==> src/rtl/im_loader.sv <==
// im_loader: boot-time instruction-memory writer.
// Packs a byte stream into big-endian 32-bit words, writes them to
// consecutive word-aligned IM addresses from 0, and holds the CPU in
// reset until a complete image has been written.
module im_loader #(
    parameter int ADDR_W = 10
) (
    input  logic              clk,
    input  logic              reset,
    input  logic              start,
    input  logic [ADDR_W-2:0] len,
    input  logic              abort,
    input  logic              in_valid,
    input  logic [7:0]        in_data,
    output logic              in_ready,
    output logic              we,
    output logic [ADDR_W-1:0] waddr,
    output logic [31:0]       wdata,
    output logic              busy,
    output logic              done,
    output logic              cpu_reset
);

    localparam int WORDS = 2 ** (ADDR_W - 2);
    localparam int CW    = ADDR_W - 2;   // word counter width
    localparam int LW    = ADDR_W - 1;   // length width (can hold WORDS)

    typedef enum logic [1:0] {
        S_IDLE  = 2'd0,
        S_RECV  = 2'd1,
        S_WRITE = 2'd2,
        S_DONE  = 2'd3
    } state_t;

    state_t        state_q;
    logic [1:0]    byte_cnt_q;
    logic [CW-1:0] word_cnt_q;
    logic [LW-1:0] len_q;
    logic [31:0]   buffer_q;
    logic          loaded_q;

    logic [LW-1:0] len_clamped_d;
    logic          last_word_d;
    logic          abort_act_d;
    logic          handshake_d;

    // Request decode: clamp the requested length so waddr never wraps,
    // and flag the final word of the current image.
    always_comb begin
        len_clamped_d = (len > LW'(WORDS)) ? LW'(WORDS) : len;
        last_word_d   = ({1'b0, word_cnt_q} == (len_q - LW'(1)));
        abort_act_d   = abort & (state_q != S_IDLE);
        handshake_d   = in_valid & in_ready;
    end

    // Loader FSM with its datapath registers.
    always_ff @(posedge clk or posedge reset) begin
        if (reset) begin
            state_q    <= S_IDLE;
            byte_cnt_q <= '0;
            word_cnt_q <= '0;
            len_q      <= '0;
            buffer_q   <= '0;
            loaded_q   <= 1'b0;
        end else if (abort_act_d) begin
            // Cancelled load: the partial image stays unflagged.
            state_q  <= S_IDLE;
            loaded_q <= 1'b0;
        end else begin
            unique case (state_q)
                S_IDLE: begin
                    if (start) begin
                        byte_cnt_q <= '0;
                        word_cnt_q <= '0;
                        if (len != '0) begin
                            state_q  <= S_RECV;
                            len_q    <= len_clamped_d;
                            loaded_q <= 1'b0;
                        end else begin
                            state_q <= S_DONE;
                        end
                    end
                end
                S_RECV: begin
                    if (handshake_d) begin
                        buffer_q   <= {buffer_q[23:0], in_data};
                        byte_cnt_q <= byte_cnt_q + 2'd1;
                        if (byte_cnt_q == 2'd3) begin
                            state_q <= S_WRITE;
                        end
                    end
                end
                S_WRITE: begin
                    byte_cnt_q <= '0;
                    word_cnt_q <= word_cnt_q + CW'(1);
                    state_q    <= last_word_d ? S_DONE : S_RECV;
                end
                S_DONE: begin
                    loaded_q <= 1'b1;
                    state_q  <= S_IDLE;
                end
                default: state_q <= S_IDLE;
            endcase
        end
    end

    // Output decode; abort suppresses the byte accept, the write strobe
    // and the completion pulse in the same cycle.
    always_comb begin
        busy      = (state_q != S_IDLE);
        in_ready  = (state_q == S_RECV)  & ~abort;
        we        = (state_q == S_WRITE) & ~abort;
        done      = (state_q == S_DONE)  & ~abort;
        waddr     = {word_cnt_q, 2'b00};
        wdata     = buffer_q;
        cpu_reset = ~loaded_q | busy;
    end

endmodule

==> config.mk <==
export PLATFORM = sky130hd
export DESIGN_NAME = im_loader
export DESIGN_NICKNAME = d
export VERILOG_FILES = /design/src/rtl/im_loader.sv
export SDC_FILE = /design/constraint.sdc
export NUM_CORES = 1
export LEC_CHECK = 0
export BUFFER_PORTS_ARGS = -buffer_cell sky130_fd_sc_hd__buf_2
export CORE_MARGIN = 5
export CORE_UTILIZATION = 52
export DETAILED_ROUTE_END_ITERATION = 8
export GPL_TIMING_DRIVEN = 0
export PLACE_DENSITY = 0.76
export SETUP_SLACK_MARGIN = 0.02
export SYNTH_ARGS = -nofsm -noshare
export SYNTH_HDL_FRONTEND = slang
export SYNTH_SLANG_ARGS = --single-unit
==> constraint.sdc <==
create_clock -name clk -period 2.69 [get_ports clk]
set_clock_uncertainty 0.2 [all_clocks]
set_input_delay 0.269 -clock clk [delete_from_list [all_inputs] [get_ports clk]]
set_output_delay 0.269 -clock clk [all_outputs]
set_load 0.02 [all_outputs]
==> impl_summary.txt <==
----------------------------------------------------
[Status]
  Status ... finished, final reports clean

[Place]
  Total of buffers placed on input and output ports ... 65
  Hpwl dp ... ~4000 um
  Gp weighted congestion ... between 0.8 and 0.9

[Clock tree]
  Reg clk slew, reported paths ... 0.10 ns
  Post-CTS Setup Inserts ... 0
  Count of cells resized by post-cts repair ... 0
  Inserted Clock Buffers ... 5
  Clock net sink count ... 54
  CTS tree ... built
  Cts-stage hold buffer count ... 9
  Clk Latency, worst-skew pair ... around 0.31 ns
  Root cell of the clock tree ... sky130_fd_sc_hd__clkbuf_8
  Buffer depth of the longest clock path ... 2
  CTS H-Tree Depth ... 2

[Routing]
  Post-Route WL ... about 5500 um
  Detailed Routing Iterations Pass 1 ... 4
  Post-route DRC ... 0
  Routed wire per std cell ... roughly 14 um
  Via count ... approximately 1900
  Remaining number of nets flagged by the antenna check after routing ... 0
  DR iter-0 viols ... 53
  Via/cell ratio ... between 4 and 5

[STA]
  Final setup TNS ... 0 ns
  Final Cycle Share ... 0.790
  Final setup violating endpoints ... 0
  Peak Freq ... between 400 and 500 MHz
  Worst-margin pin slew ... slightly above 0.7 ns
  Final Max Tran Viols ... 0
  Min Clock Period, post-route ... ~2.1 ns
  Final hold viol count ... 0
  Rel. slew slack ... 0.512
  RSZ-0062 raised after global routing ... no

[Global routing]
  GRT overflow ... 0
  Via count of the first global-routing pass ... 1979
  Total global-route track usage ... 0.184
  First-pass GRT wire length ... slightly above 9000 um
  Maximum number of pins on one net before global-route repair ... 32
  Number of antenna violations at the first check in global routing ... 0

[Yosys]
  Cell type with the highest aggregate area in the netlist ... sky130_fd_sc_hd__dfrtp_1
  Most common cell in the synthesized netlist ... sky130_fd_sc_hd__dfrtp_1
  Async S/R FF share, synth ... 1.00
  Post-synth top area share ... 0.518
  Flip-flop and latch count after synthesis ... 54
  Top_reg_cell synth ... sky130_fd_sc_hd__dfrtp_1
  Number of flops mapped to enable cells by yosys ... 0
  Number of different library cells in the post-synthesis netlist ... 43
  Top cells by area, synth ... sky130_fd_sc_hd__dfrtp_1, sky130_fd_sc_hd__mux2_2, sky130_fd_sc_hd__xnor2_1
  Cell count after synthesis ... around 230
  Total of warnings raised by yosys ... 0
  Avg Synthesized Cell Area ... between 10 and 15 um^2
  Proportion of synthesized chip area in sequential cells ... 0.518
  Synth Cell Area ... 0.00261 mm^2
  Most instantiated cells after synthesis ... sky130_fd_sc_hd__dfrtp_1, sky130_fd_sc_hd__mux2_2, sky130_fd_sc_hd__nand2_1, sky130_fd_sc_hd__nor2_1, sky130_fd_sc_hd__xnor2_1

[Layout]
  Share of cells above drive strength 1 ... 0.389
  Ant diodes ... 0
  Core utilization of the finished layout ... 0.681
  Area grow syn2layout ... 24.9%
  Nets@finish ... 340

[Floorplan]
  Die Span X ... 80.8 um
  # rows ... 25
  Io pins ... between 60 and 70
  Placeable core area ... ~0.0048 mm^2
  Die Span Y ... about 81 um
  Starting density of the core ... 0.545
  Die ar. ... 0.00653 mm^2

[Critical path]
  Peak fanout along the critical path ... 9
  Critical path arrival ... 2.16 ns
  Required @ worst endpoint ... 2.72 ns
  Crit path launch type ... register
  Worst Setup Path Type ... register to register
  Worst setup EP type ... register

[Power]
  Power density over cell area ... about 1100 mW/mm^2
  Leakage Power ... approximately 1.6 nW
  IR Drop Worst-Case VDD ... roughly 0.75 mV

[Hold path]
  Hold/Removal Path Class ... input pin to register

[Job]
  Max-cap check violation count ... 0

----------------------------------------------------
-- report_power, final --
part	internal [mW]	switching, mW	total [mW]
registers	1.15	0.262	1.41
clock network	0.282	0.272	0.555
logic	0.728	0.944	1.67
total	2.16	1.48	3.63
-- routing by layer --
metal  global-route usage  share of wire
met4               0.0557          0.012
met2                0.309           0.49
met1                0.220           0.43
met5                    0              0
met3               0.0687          0.071
-- critical path, stage by stage, from the launching register on --
cell                       delay (ns)
sky130_fd_sc_hd__dfrtp_1         0.33
sky130_fd_sc_hd__clkbuf_2        0.19
sky130_fd_sc_hd__inv_1           0.06
sky130_fd_sc_hd__ha_1            0.19
sky130_fd_sc_hd__clkbuf_1        0.21
sky130_fd_sc_hd__o21bai_1        0.21
sky130_fd_sc_hd__a211o_1         0.29
sky130_fd_sc_hd__a21oi_1         0.12
sky130_fd_sc_hd__o211ai_1        0.11
sky130_fd_sc_hd__o21ai_1         0.15
-- flip-flops by register name (all words and copies together), names as in the netlist --
name        count
len_q           9
wdata          32
loaded_q        1
word_cnt_q      8
state_q         2
byte_cnt_q      2
-- stage by stage --
stage | area, um^2 | hold slack (ns) | power, mW | worst slack, ns | std cells
3_5_place_dp | 3040 | 0.136 | 3.09 | 0.579 | 365
4_1_cts | 3250 | 0.00218 | 3.67 | 0.568 | 382
3_3_place_gp | 3020 | 0.285 | 3.04 | 0.271 | 364
2_1_floorplan | 2610 | 0.216 | 2.58 | 0.646 | 232
6_report | 3260 | 0.00809 | 3.63 | 0.564 | 383
5_1_grt | 3260 | 0.0163 | 3.90 | 0.441 | 383
-- final timing paths --
check / slack, ns / from / cells after the start / endpoint
worst max-delay path: 0.56 / len_q[0] / 9 / state_q[1]
min in group asynchronous: 0.33 / reset / 3 / wdata[9]
worst min-delay path: 0.008 / len[0] / 3 / len_q[0]
worst max register to register: 0.56 / len_q[0] / 9 / state_q[1]
max in group asynchronous: 1.43 / reset / 4 / wdata[20]
worst min register to register: 0.31 / wdata[31] / 1 / wdata[31]
-- placed cells by master (no fill, tap or decap), types with 4 or more instances in the layout --
cell type	instances
sky130_fd_sc_hd__clkbuf_1	5
sky130_fd_sc_hd__xor2_1	8
sky130_fd_sc_hd__dlygate4sd3_1	10
sky130_fd_sc_hd__inv_1	6
sky130_fd_sc_hd__nand2b_1	6
sky130_fd_sc_hd__nand2_1	19
sky130_fd_sc_hd__nor2b_1	4
sky130_fd_sc_hd__dfrtp_1	54
sky130_fd_sc_hd__xnor2_1	9
sky130_fd_sc_hd__a21oi_1	4
sky130_fd_sc_hd__o21ai_0	7
sky130_fd_sc_hd__nor2_1	15
sky130_fd_sc_hd__buf_4	5
sky130_fd_sc_hd__mux2_2	33
sky130_fd_sc_hd__nand4_1	4
sky130_fd_sc_hd__clkbuf_8	5
sky130_fd_sc_hd__buf_2	68
-- cell type report --
class / instances / area (um^2)
timing repair buffer: 76 / 445
fill: 356 / 1530
buffer: 15 / 81.3
inverter: 7 / 26.3
clock inverter: 3 / 47.5
tap: 67 / 83.8
sequential: 54 / 1350
multi-input combinational: 156 / 1150
clock buffer: 5 / 68.8
-- logic make-up after synthesis --
| family | Yosys count | synth area share |
|---|---|---|
| multiplexers | 34 | 0.146 |
| flip-flops | 54 | 0.518 |
| XOR/XNOR | 17 | 0.0571 |
| adder cells (fa/ha/maj) | 3 | 0.0144 |
| other | 1 | 0.00144 |
| AND/OR/NAND/NOR | 73 | 0.152 |
| AO/OA/AOI/OAI | 27 | 0.0700 |
| buffers and inverters | 22 | 0.0412 |
Note: power is estimated with default switching activity, not from simulation.
